**config.mk**
```make
export PLATFORM = sky130hd
export DESIGN_NAME = id_ex_operand_stage_flat
export DESIGN_NICKNAME = d
export VERILOG_FILES = /design/src/rtl/id_ex_operand_stage_if.sv /design/src/rtl/id_ex_operand_stage.sv /design/src/flat_wrapper.sv
export SDC_FILE = /design/constraint.sdc
export NUM_CORES = 1
export LEC_CHECK = 0
export CORE_MARGIN = 2
export CORE_UTILIZATION = 30
export CTS_CLUSTER_DIAMETER = 80
export CTS_CLUSTER_SIZE = 24
export DETAILED_ROUTE_END_ITERATION = 10
export DONT_BUFFER_PORTS = 1
export PLACE_DENSITY_LB_ADDON = 0.12
export SLEW_MARGIN = 25
export SYNTH_ARGS = -nofsm -noshare
export SYNTH_HDL_FRONTEND = slang
export SYNTH_SLANG_ARGS = --single-unit
```
**constraint.sdc**
```tcl
create_clock -name clk -period 5.29 [get_ports clk]
set_input_delay 1.058 -clock clk [delete_from_list [all_inputs] [get_ports clk]]
set_output_delay 1.058 -clock clk [all_outputs]
set_load 0.01 [all_outputs]
```
**src/rtl/id_ex_operand_stage_if.sv**
```systemverilog
// ---------------------------------------------------------------------------
// id_ex_operand_stage_if
//   Bundle of the ID-side inputs and EX-side outputs of the ID/EX operand
//   stage. Only clk and rst_n stay outside the bundle.
//
//   ID side   : id_valid, id_pc, id_rs1_data, id_rs2_data, id_imm,
//               id_rs1, id_rs2, id_rd, id_use_rs1, id_use_rs2,
//               id_reg_write, id_mem_read, id_mem_write,
//               id_alu_src_a, id_alu_src_b, id_alu_op
//   MEM side  : exmem_rd, exmem_reg_write
//   Pipeline  : flush, hold, load_use_stall
//   EX side   : ex_valid, ex_reg_write, ex_mem_read, ex_mem_write, ex_pc,
//               ex_rs1_data, ex_rs2_data, ex_imm, ex_rd, ex_alu_op,
//               ex_sel_a, ex_sel_b, ex_sel_st
//
//   master : the surrounding pipeline (drives ID/MEM/control, reads EX)
//   slave  : the ID/EX stage itself
// ---------------------------------------------------------------------------
interface id_ex_operand_stage_if #(
  parameter int XLEN = 32,
  parameter int RIDX = 5,
  parameter int OPW  = 4
);
  logic            id_valid;
  logic [XLEN-1:0] id_pc;
  logic [XLEN-1:0] id_rs1_data;
  logic [XLEN-1:0] id_rs2_data;
  logic [XLEN-1:0] id_imm;
  logic [RIDX-1:0] id_rs1;
  logic [RIDX-1:0] id_rs2;
  logic [RIDX-1:0] id_rd;
  logic            id_use_rs1;
  logic            id_use_rs2;
  logic            id_reg_write;
  logic            id_mem_read;
  logic            id_mem_write;
  logic            id_alu_src_a;
  logic            id_alu_src_b;
  logic [OPW-1:0]  id_alu_op;
  logic [RIDX-1:0] exmem_rd;
  logic            exmem_reg_write;
  logic            flush;
  logic            hold;
  logic            load_use_stall;
  logic            ex_valid;
  logic            ex_reg_write;
  logic            ex_mem_read;
  logic            ex_mem_write;
  logic [XLEN-1:0] ex_pc;
  logic [XLEN-1:0] ex_rs1_data;
  logic [XLEN-1:0] ex_rs2_data;
  logic [XLEN-1:0] ex_imm;
  logic [RIDX-1:0] ex_rd;
  logic [OPW-1:0]  ex_alu_op;
  logic [1:0]      ex_sel_a;
  logic [1:0]      ex_sel_b;
  logic [1:0]      ex_sel_st;

  modport master (
    output id_valid, id_pc, id_rs1_data, id_rs2_data, id_imm,
           id_rs1, id_rs2, id_rd, id_use_rs1, id_use_rs2,
           id_reg_write, id_mem_read, id_mem_write,
           id_alu_src_a, id_alu_src_b, id_alu_op,
           exmem_rd, exmem_reg_write, flush, hold,
    input  load_use_stall, ex_valid, ex_reg_write, ex_mem_read, ex_mem_write,
           ex_pc, ex_rs1_data, ex_rs2_data, ex_imm, ex_rd, ex_alu_op,
           ex_sel_a, ex_sel_b, ex_sel_st
  );

  modport slave (
    input  id_valid, id_pc, id_rs1_data, id_rs2_data, id_imm,
           id_rs1, id_rs2, id_rd, id_use_rs1, id_use_rs2,
           id_reg_write, id_mem_read, id_mem_write,
           id_alu_src_a, id_alu_src_b, id_alu_op,
           exmem_rd, exmem_reg_write, flush, hold,
    output load_use_stall, ex_valid, ex_reg_write, ex_mem_read, ex_mem_write,
           ex_pc, ex_rs1_data, ex_rs2_data, ex_imm, ex_rd, ex_alu_op,
           ex_sel_a, ex_sel_b, ex_sel_st
  );
endinterface

```
**src/rtl/id_ex_operand_stage.sv**
```systemverilog
// ---------------------------------------------------------------------------
// id_ex_operand_stage
//   ID/EX pipeline register of the 5-stage core. Captures the decoded
//   instruction from ID, presents it to EX one cycle later, and produces the
//   registered 2-bit select codes for the EX-stage operand muxes:
//     00 register file, 01 EX/MEM ALU result, 10 MEM/WB writeback value,
//     11 PC (sel_a) / immediate (sel_b). ex_sel_st never carries 11.
//   Detects RAW hazards that forwarding cannot cover and inserts bubbles.
//
// Ports
//   clk    : rising-edge clock
//   rst_n  : asynchronous active-low reset, clears every registered output
//   bus    : id_ex_operand_stage_if.slave (ID inputs, MEM producer info,
//            flush/hold, load_use_stall, all EX-side outputs)
//
// Build option
//   ID_EX_FWD_EN defined   : forwarding selects 01/10 are generated; only a
//                            load in EX feeding the ID instruction stalls.
//   ID_EX_FWD_EN undefined : selects are only 00/11; any RAW match against
//                            the EX or MEM instruction stalls until it clears.
// ---------------------------------------------------------------------------
module id_ex_operand_stage #(
  parameter int XLEN = 32,
  parameter int RIDX = 5,
  parameter int OPW  = 4
) (
  input  logic                  clk,
  input  logic                  rst_n,
  id_ex_operand_stage_if.slave  bus
);

  // EX-resident instruction
  logic            r_ex_valid;
  logic            r_ex_reg_write;
  logic            r_ex_mem_read;
  logic            r_ex_mem_write;
  logic [XLEN-1:0] r_ex_pc;
  logic [XLEN-1:0] r_ex_rs1_data;
  logic [XLEN-1:0] r_ex_rs2_data;
  logic [XLEN-1:0] r_ex_imm;
  logic [RIDX-1:0] r_ex_rd;
  logic [OPW-1:0]  r_ex_alu_op;
  logic [1:0]      r_ex_sel_a;
  logic [1:0]      r_ex_sel_b;
  logic [1:0]      r_ex_sel_st;

  // Source operand view: index 0 is rs1, index 1 is rs2
  logic [RIDX-1:0] w_rs_idx [2];
  logic [1:0]      w_rs_use;
  logic [1:0]      w_ex_hit;
  logic [1:0]      w_mem_hit;
  logic [1:0]      w_fwd [2];

  logic            w_ex_wr;
  logic            w_mem_wr;
  logic            w_hazard;
  logic            w_stall;
  logic            w_bubble;
  logic            w_load;
  logic [1:0]      w_sel_a_next;
  logic [1:0]      w_sel_b_next;

  assign w_rs_idx[0] = bus.id_rs1;
  assign w_rs_idx[1] = bus.id_rs2;
  assign w_rs_use    = {bus.id_use_rs2, bus.id_use_rs1};

  // A producer only counts if it really writes a non-zero register; a match
  // on x0 is therefore impossible because the indices would have to be equal.
  assign w_ex_wr  = r_ex_valid & r_ex_reg_write & (r_ex_rd != '0);
  assign w_mem_wr = bus.exmem_reg_write & (bus.exmem_rd != '0);

  genvar gi;
  generate
    for (gi = 0; gi < 2; gi++) begin : g_src
      assign w_ex_hit[gi]  = w_rs_use[gi] & w_ex_wr  & (w_rs_idx[gi] == r_ex_rd);
      assign w_mem_hit[gi] = w_rs_use[gi] & w_mem_wr & (w_rs_idx[gi] == bus.exmem_rd);
`ifdef ID_EX_FWD_EN
      // The EX producer will be in MEM next cycle (01); the MEM producer will
      // be in WB (10). The younger producer wins.
      assign w_fwd[gi] = w_ex_hit[gi]  ? 2'b01 :
                         w_mem_hit[gi] ? 2'b10 : 2'b00;
`else
      assign w_fwd[gi] = 2'b00;
`endif
    end
  endgenerate

`ifdef ID_EX_FWD_EN
  // Only a load in EX cannot be forwarded in time.
  assign w_hazard = r_ex_mem_read & (|w_ex_hit);
`else
  assign w_hazard = (|w_ex_hit) | (|w_mem_hit);
`endif

  // A held or flushed cycle never reports a stall; the bubble is driven by
  // flush itself, and hold freezes everything anyway.
  assign w_stall = bus.id_valid & w_hazard & ~bus.hold & ~bus.flush;

  assign w_bubble = bus.flush | w_stall;
  assign w_load   = ~bus.flush & ~bus.hold & ~w_stall;

  // Store data always carries the rs2 forwarding code, even when the ALU B
  // input is overridden by the immediate.
  assign w_sel_a_next = bus.id_alu_src_a ? 2'b11 : w_fwd[0];
  assign w_sel_b_next = bus.id_alu_src_b ? 2'b11 : w_fwd[1];

  // Control and selects: bubble, freeze, or capture.
  always_ff @(posedge clk or negedge rst_n) begin
    if (!rst_n) begin
      r_ex_valid     <= 1'b0;
      r_ex_reg_write <= 1'b0;
      r_ex_mem_read  <= 1'b0;
      r_ex_mem_write <= 1'b0;
      r_ex_sel_a     <= 2'b00;
      r_ex_sel_b     <= 2'b00;
      r_ex_sel_st    <= 2'b00;
    end else if (w_bubble) begin
      r_ex_valid     <= 1'b0;
      r_ex_reg_write <= 1'b0;
      r_ex_mem_read  <= 1'b0;
      r_ex_mem_write <= 1'b0;
      r_ex_sel_a     <= 2'b00;
      r_ex_sel_b     <= 2'b00;
      r_ex_sel_st    <= 2'b00;
    end else if (w_load) begin
      r_ex_valid     <= bus.id_valid;
      r_ex_reg_write <= bus.id_reg_write & bus.id_valid;
      r_ex_mem_read  <= bus.id_mem_read  & bus.id_valid;
      r_ex_mem_write <= bus.id_mem_write & bus.id_valid;
      r_ex_sel_a     <= w_sel_a_next;
      r_ex_sel_b     <= w_sel_b_next;
      r_ex_sel_st    <= w_fwd[1];
    end
  end

  // Data fields keep their last value through bubbles and holds.
  always_ff @(posedge clk or negedge rst_n) begin
    if (!rst_n) begin
      r_ex_pc       <= '0;
      r_ex_rs1_data <= '0;
      r_ex_rs2_data <= '0;
      r_ex_imm      <= '0;
      r_ex_rd       <= '0;
      r_ex_alu_op   <= '0;
    end else if (w_load) begin
      r_ex_pc       <= bus.id_pc;
      r_ex_rs1_data <= bus.id_rs1_data;
      r_ex_rs2_data <= bus.id_rs2_data;
      r_ex_imm      <= bus.id_imm;
      r_ex_rd       <= bus.id_rd;
      r_ex_alu_op   <= bus.id_alu_op;
    end
  end

  assign bus.load_use_stall = w_stall;
  assign bus.ex_valid       = r_ex_valid;
  assign bus.ex_reg_write   = r_ex_reg_write;
  assign bus.ex_mem_read    = r_ex_mem_read;
  assign bus.ex_mem_write   = r_ex_mem_write;
  assign bus.ex_pc          = r_ex_pc;
  assign bus.ex_rs1_data    = r_ex_rs1_data;
  assign bus.ex_rs2_data    = r_ex_rs2_data;
  assign bus.ex_imm         = r_ex_imm;
  assign bus.ex_rd          = r_ex_rd;
  assign bus.ex_alu_op      = r_ex_alu_op;
  assign bus.ex_sel_a       = r_ex_sel_a;
  assign bus.ex_sel_b       = r_ex_sel_b;
  assign bus.ex_sel_st      = r_ex_sel_st;

endmodule
```
**src/flat_wrapper.sv**
```systemverilog
// flat-port wrapper written by rule: the top's interface ports become plain ports
module id_ex_operand_stage_flat 
#(
  parameter int XLEN = 32,
  parameter int RIDX = 5,
  parameter int OPW  = 4
)
  (clk, rst_n, bus_id_valid, bus_id_pc, bus_id_rs1_data, bus_id_rs2_data, bus_id_imm, bus_id_rs1, bus_id_rs2, bus_id_rd, bus_id_use_rs1, bus_id_use_rs2, bus_id_reg_write, bus_id_mem_read, bus_id_mem_write, bus_id_alu_src_a, bus_id_alu_src_b, bus_id_alu_op, bus_exmem_rd, bus_exmem_reg_write, bus_flush, bus_hold, bus_load_use_stall, bus_ex_valid, bus_ex_reg_write, bus_ex_mem_read, bus_ex_mem_write, bus_ex_pc, bus_ex_rs1_data, bus_ex_rs2_data, bus_ex_imm, bus_ex_rd, bus_ex_alu_op, bus_ex_sel_a, bus_ex_sel_b, bus_ex_sel_st);
  id_ex_operand_stage_if #(.XLEN(XLEN), .RIDX(RIDX), .OPW(OPW)) bus_i ();
  input  logic clk;
  input  logic rst_n;
  input wire logic [$bits(bus_i.id_valid)-1:0] bus_id_valid;
  input wire logic [$bits(bus_i.id_pc)-1:0] bus_id_pc;
  input wire logic [$bits(bus_i.id_rs1_data)-1:0] bus_id_rs1_data;
  input wire logic [$bits(bus_i.id_rs2_data)-1:0] bus_id_rs2_data;
  input wire logic [$bits(bus_i.id_imm)-1:0] bus_id_imm;
  input wire logic [$bits(bus_i.id_rs1)-1:0] bus_id_rs1;
  input wire logic [$bits(bus_i.id_rs2)-1:0] bus_id_rs2;
  input wire logic [$bits(bus_i.id_rd)-1:0] bus_id_rd;
  input wire logic [$bits(bus_i.id_use_rs1)-1:0] bus_id_use_rs1;
  input wire logic [$bits(bus_i.id_use_rs2)-1:0] bus_id_use_rs2;
  input wire logic [$bits(bus_i.id_reg_write)-1:0] bus_id_reg_write;
  input wire logic [$bits(bus_i.id_mem_read)-1:0] bus_id_mem_read;
  input wire logic [$bits(bus_i.id_mem_write)-1:0] bus_id_mem_write;
  input wire logic [$bits(bus_i.id_alu_src_a)-1:0] bus_id_alu_src_a;
  input wire logic [$bits(bus_i.id_alu_src_b)-1:0] bus_id_alu_src_b;
  input wire logic [$bits(bus_i.id_alu_op)-1:0] bus_id_alu_op;
  input wire logic [$bits(bus_i.exmem_rd)-1:0] bus_exmem_rd;
  input wire logic [$bits(bus_i.exmem_reg_write)-1:0] bus_exmem_reg_write;
  input wire logic [$bits(bus_i.flush)-1:0] bus_flush;
  input wire logic [$bits(bus_i.hold)-1:0] bus_hold;
  output wire logic [$bits(bus_i.load_use_stall)-1:0] bus_load_use_stall;
  output wire logic [$bits(bus_i.ex_valid)-1:0] bus_ex_valid;
  output wire logic [$bits(bus_i.ex_reg_write)-1:0] bus_ex_reg_write;
  output wire logic [$bits(bus_i.ex_mem_read)-1:0] bus_ex_mem_read;
  output wire logic [$bits(bus_i.ex_mem_write)-1:0] bus_ex_mem_write;
  output wire logic [$bits(bus_i.ex_pc)-1:0] bus_ex_pc;
  output wire logic [$bits(bus_i.ex_rs1_data)-1:0] bus_ex_rs1_data;
  output wire logic [$bits(bus_i.ex_rs2_data)-1:0] bus_ex_rs2_data;
  output wire logic [$bits(bus_i.ex_imm)-1:0] bus_ex_imm;
  output wire logic [$bits(bus_i.ex_rd)-1:0] bus_ex_rd;
  output wire logic [$bits(bus_i.ex_alu_op)-1:0] bus_ex_alu_op;
  output wire logic [$bits(bus_i.ex_sel_a)-1:0] bus_ex_sel_a;
  output wire logic [$bits(bus_i.ex_sel_b)-1:0] bus_ex_sel_b;
  output wire logic [$bits(bus_i.ex_sel_st)-1:0] bus_ex_sel_st;
  assign bus_i.id_valid = bus_id_valid;
  assign bus_i.id_pc = bus_id_pc;
  assign bus_i.id_rs1_data = bus_id_rs1_data;
  assign bus_i.id_rs2_data = bus_id_rs2_data;
  assign bus_i.id_imm = bus_id_imm;
  assign bus_i.id_rs1 = bus_id_rs1;
  assign bus_i.id_rs2 = bus_id_rs2;
  assign bus_i.id_rd = bus_id_rd;
  assign bus_i.id_use_rs1 = bus_id_use_rs1;
  assign bus_i.id_use_rs2 = bus_id_use_rs2;
  assign bus_i.id_reg_write = bus_id_reg_write;
  assign bus_i.id_mem_read = bus_id_mem_read;
  assign bus_i.id_mem_write = bus_id_mem_write;
  assign bus_i.id_alu_src_a = bus_id_alu_src_a;
  assign bus_i.id_alu_src_b = bus_id_alu_src_b;
  assign bus_i.id_alu_op = bus_id_alu_op;
  assign bus_i.exmem_rd = bus_exmem_rd;
  assign bus_i.exmem_reg_write = bus_exmem_reg_write;
  assign bus_i.flush = bus_flush;
  assign bus_i.hold = bus_hold;
  assign bus_load_use_stall = bus_i.load_use_stall;
  assign bus_ex_valid = bus_i.ex_valid;
  assign bus_ex_reg_write = bus_i.ex_reg_write;
  assign bus_ex_mem_read = bus_i.ex_mem_read;
  assign bus_ex_mem_write = bus_i.ex_mem_write;
  assign bus_ex_pc = bus_i.ex_pc;
  assign bus_ex_rs1_data = bus_i.ex_rs1_data;
  assign bus_ex_rs2_data = bus_i.ex_rs2_data;
  assign bus_ex_imm = bus_i.ex_imm;
  assign bus_ex_rd = bus_i.ex_rd;
  assign bus_ex_alu_op = bus_i.ex_alu_op;
  assign bus_ex_sel_a = bus_i.ex_sel_a;
  assign bus_ex_sel_b = bus_i.ex_sel_b;
  assign bus_ex_sel_st = bus_i.ex_sel_st;
  id_ex_operand_stage #(.XLEN(XLEN), .RIDX(RIDX), .OPW(OPW)) u_core (.clk(clk), .rst_n(rst_n), .bus(bus_i));
endmodule
```
# == Word level (Yosys, flattened, before mapping) ==
# Cells that the tools add are included.
# word_totals
elab_cells,62
output_inout_bits,148
inputBits,165
reg_bits,147
# op_classes
n_bitwise,24
n_mux,16
eq_ne,4
reduce_logical,5
# ops
op,n
$eq 5x5->1,4
$and 1x1->1,19
$mux 2,8
$reduce_bool 5->1,2
$mux 1,8
$reduce_or 2->1,2
$not 1->1,3
$or 1x1->1,2
$reduce_bool 2->1,1

# == Logic depth before layout (Yosys ltp) ==
# logic_depth
word_depth,13
ltp_mapped,7
mapped_depth_nobuf,5

# == Least setup slack after synthesis ==
# OpenSTA, ideal clock, no wires.
# synth_timing
kind,input-to-output
startpoint,input bus_id_rs2[3]
endpoint,output bus_load_use_stall
arrival_time_ns,2.101
slack_ns,2.131
cell_stages,5
path_cell_list,xor2_1 -> nor4_1 -> a32oi_1 -> o22a_2 -> nor2_1
# synth_between
elab_chain_cells,7
# synth_lines
item,line,source
from (decl),flat_wrapper.sv:18,input wire logic [$bits(bus_i.id_rs2)-1:0] bus_id_rs2;
"$eq 5x5->1, on equally long branches","id_ex_operand_stage.sv:75, id_ex_operand_stage.sv:76",
"$and 1x1->1, on equally long branches","id_ex_operand_stage.sv:75, id_ex_operand_stage.sv:76",
$reduce_or 2->1,id_ex_operand_stage.sv:92,assign w_hazard = (|w_ex_hit) | (|w_mem_hit);
$or 1x1->1 *,id_ex_operand_stage.sv:92,
$and 1x1->1 * (3 in a row),id_ex_operand_stage.sv:97,assign w_stall = bus.id_valid & w_hazard & ~bus.hold & ~bus.flush;
to (decl),flat_wrapper.sv:32,output wire logic [$bits(bus_i.load_use_stall)-1:0] bus_load_use_stall;
# Mark *: on every way between the ends. The rest lies on a longest branch, timed or not.

# == Final worst setup path ==
# Same ends and word-level chain as after synthesis.

==> results.py <==
metrics = {
    "outcome": {
        "outcome": "completed",
    },
    "yosys": {
        "ys_seq_elements": 143,
        "synth_top_family_by_area": "multiplexers",
        "synthDistinctLibCells": 24,
        "yosysTopAreaCell": "dfrtp_1",
        "synth_fa_ha_area_share_pct": 0,
        "yosysSeqAreaShare_pct": 56.35,
        "synth_top_area_share_pct": 56.35,
        "syn_area_um2": 6350,
        "synthTopCellsByArea": "dfrtp_1 (56%), mux2_4 (31%), buf_12 (4.4%)",
        "synth_cells": 351,
        "synth_area_per_cell_um2": 18.09,
        "synth_mux_area_share_pct": 31.98,
        "synthXorXnorAreaFrac_pct": 2.759,
        "yosysWarnings": 0,
        "synth-simple-area-share_pct": 1.557,
        "synth-compound-area-share_pct": 2.227,
    },
    "cells_and_area": {
        "num_antenna_cells": 0,
        "multi_input_area_um2": 2454,
        "fillers": 2021,
        "layout_common_cells": "dfrtp_1 (143), mux2_4 (130), clkbuf_16 (17), xor2_1 (16), mux2_2 (7)",
        "synthToLayoutAreaGrowth_pct": 10.60,
        "drive_gt1_share_pct": 47.83,
        "fin_nets": 521,
        "regArea_um2": 3578,
        "final_common_cell": "dfrtp_1",
    },
    "global_route": {
        "grt_pass1_vias": 3211,
        "grt_util_all_layers_pct": 12.08,
        "antenna_found_initial": 0,
        "grt_max_degree": 144,
        "grt-ovfl-total": 0,
        "grt_pass1_wl_um": 20070,
    },
    "power": {
        "p_per_area_nw_per_um2": 428.3,
        "p_leak_uw": 0.003134,
        "ir_worst_vdd_mv": 0.2057,
        "finalPower_uw": 3008,
    },
    "placement": {
        "gp_congestion": 0.7401,
        "detailed_place_hpwl_um": 9700,
        "portBuffers": 0,
        "post-place-ws_ps": 1807,
    },
    "critical_path": {
        "critical_path.startpoint_type": "input pin",
        "cp.arrival_ps": 2210,
        "cpMaxStageDelayCell": "o22a_2",
        "end_kind": "output port",
        "crit_fanout": 5,
        "crit_required_ps": 4230,
        "path_class": "in2out",
        "slowest_delay_ps": 320,
        "crit_path_cell_trace": "xor2_1 -> nor4_1 -> a32oi_1 -> o22a_2 -> nor2_1",
    },
    "timing": {
        "drv_slew": 0,
        "fmax_ghz": 0.3058,
        "rsz0062_at_grt": "no",
        "relSlewSlack_pct": 56.90,
        "finalSetupViolCount": 0,
        "fin_ws_ps": 2020,
        "fin_crit_sh_pct": 61.82,
        "fin_crit_ps": 3270,
        "worstMarginPinSlew_ps": 646.5,
        "hold_viol_final": 0,
        "clock_skew_ps": 10.13,
        "fin_tns_setup_ps": 0,
    },
    "die": {
        "initial_core_util_pct": 30.40,
        "die-area_um2": 22350,
        "die_w_um": 149.5,
        "dieHeight_um": 149.5,
        "num_io_pins": 313,
        "rows": 53,
        "coreArea_um2": 20890,
    },
    "clocking": {
        "cts_root_buf": "clkbuf_16",
        "clock_latency_ps": 420,
        "clk_path_buf_depth": 2,
        "cts_tree": "built",
        "cts_made_buffers": 17,
        "clk_pin_slew_ps": 60,
        "post_cts_buffers": 0,
        "cts_hold_buf": 0,
        "cts.sink_count": 143,
        "htreeDepth": 4,
        "cts_resized": 0,
    },
    "route": {
        "wl_met3_um": 1523,
        "firstDrtPassIters": 4,
        "drtIter0Drc": 117,
        "wire_per_inst_um": 21.61,
        "vias": 2944,
        "wl_met2_um": 7015,
        "top_layer": "met4",
        "post_drt_via_cell_ratio": 4.579,
        "wl_met1_um": 5069,
        "drt_wl_total_um": 13900,
        "drc": 0,
        "drt.antenna.violating_nets": 0,
    },
    "job": {
        "max_cap_viol_count": 0,
    },
    "worst_hold_path": {
        "hold_path_class": "in2async",
    },
}
layer usage:
metal,GRT usage [%],up-vias
met2,19.89,173
met1,13.69,1510
met4,4.762,0
met5,0,-
met3,5.488,16
li1,-,1245
metrics by stage:
stage | utilization [%] | hold WS, ps | cells | area (um2)
6_report | 33.62 | 337.7 | 643 | 7023
5_1_grt | 33.62 | 297.6 | 643 | 7023
4_1_cts | 33.62 | 310.6 | 643 | 7023
3_5_place_dp | 30.79 | 558.0 | 612 | 6431
3_3_place_gp | 30.79 | 567.9 | 612 | 6431
2_1_floorplan | - | 532.4 | 352 | 6354
worst max-delay path: cells and delay by family:
family	cells	cell delay, ps
AND/OR/NAND/NOR	2	480
XOR/XNOR	1	120
AO/OA/AOI/OAI	2	550
cells in the mapped netlist:
cell and instances:
a32oi_1 2, and2_1 2, xor2_1 16, nand2_1 2, a22o_1 1, nor4_1 4
a32o_1 3, or4_1 2, dfrtp_1 143, o22a_2 1, nor2b_1 5, a21oi_1 2
o211ai_2 1, buf_12 14, o221a_4 1, mux2_4 130, xnor2_1 4, conb_1 1
buf_6 1, o221ai_1 2, mux2_2 7, nor2_1 2, o2111ai_2 1, buf_4 4
flip-flops by register name, summed over array words and instances, names as in the netlist:
register	count
u_core.bus.ex_rd	5
u_core.bus.ex_sel_b	1
u_core.bus.ex_imm	32
u_core.bus.ex_valid	1
u_core.bus.ex_rs1_data	32
u_core.bus.ex_rs2_data	32
u_core.bus.ex_pc	32
u_core.bus.ex_alu_op	4
u_core.bus.ex_mem_write	1
u_core.bus.ex_reg_write	1
u_core.bus.ex_sel_a	1
u_core.bus.ex_mem_read	1
worst paths after layout:
kind | from | endpoint | slack [ps] | cells after the start
max | bus_id_rs2[3] | bus_load_use_stall | 2020 | 5
max in group asynchronous | rst_n | u_core.bus.ex_rs2_data[23] | 4730 | 0
min in group clk | u_core.bus.ex_mem_read | u_core.bus.ex_mem_read | 570 | 1
min reg2reg | u_core.bus.ex_mem_read | u_core.bus.ex_mem_read | 570 | 1
max reg2reg | u_core.bus.ex_rd[0] | u_core.bus.ex_rs1_data[21] | 2360 | 5
min | rst_n | u_core.bus.ex_rs1_data[26] | 340 | 0
logic make-up (layout without fill, tap and decap cells):
| logic type | after synthesis | count (layout) |
|---|---|---|
| flops | 143 | 143 |
| mux | 137 | 137 |
| xor+xnor | 20 | 20 |
| buf+inv | 19 | 35 |
| simple gates | 17 | 17 |
| compound gates | 14 | 14 |
| other cells | 1 | 2 |
where the power goes:
group	switching [uW]	internal, uW	leakage (uW)
clock network	501	716	0.000286
registers	217	1250	0.00169
logic	83.1	236	0.00116
area by class of cell:
class | instances | area share, %
clock buffer | 18 | 6.253
clock inverter | 13 | 2.174
multi-input combinational | 190 | 34.94
sequential | 143 | 50.95
tap | 275 | 4.899
timing repair buffer | 4 | 0.7839
(Power assumes the default switching activity.)
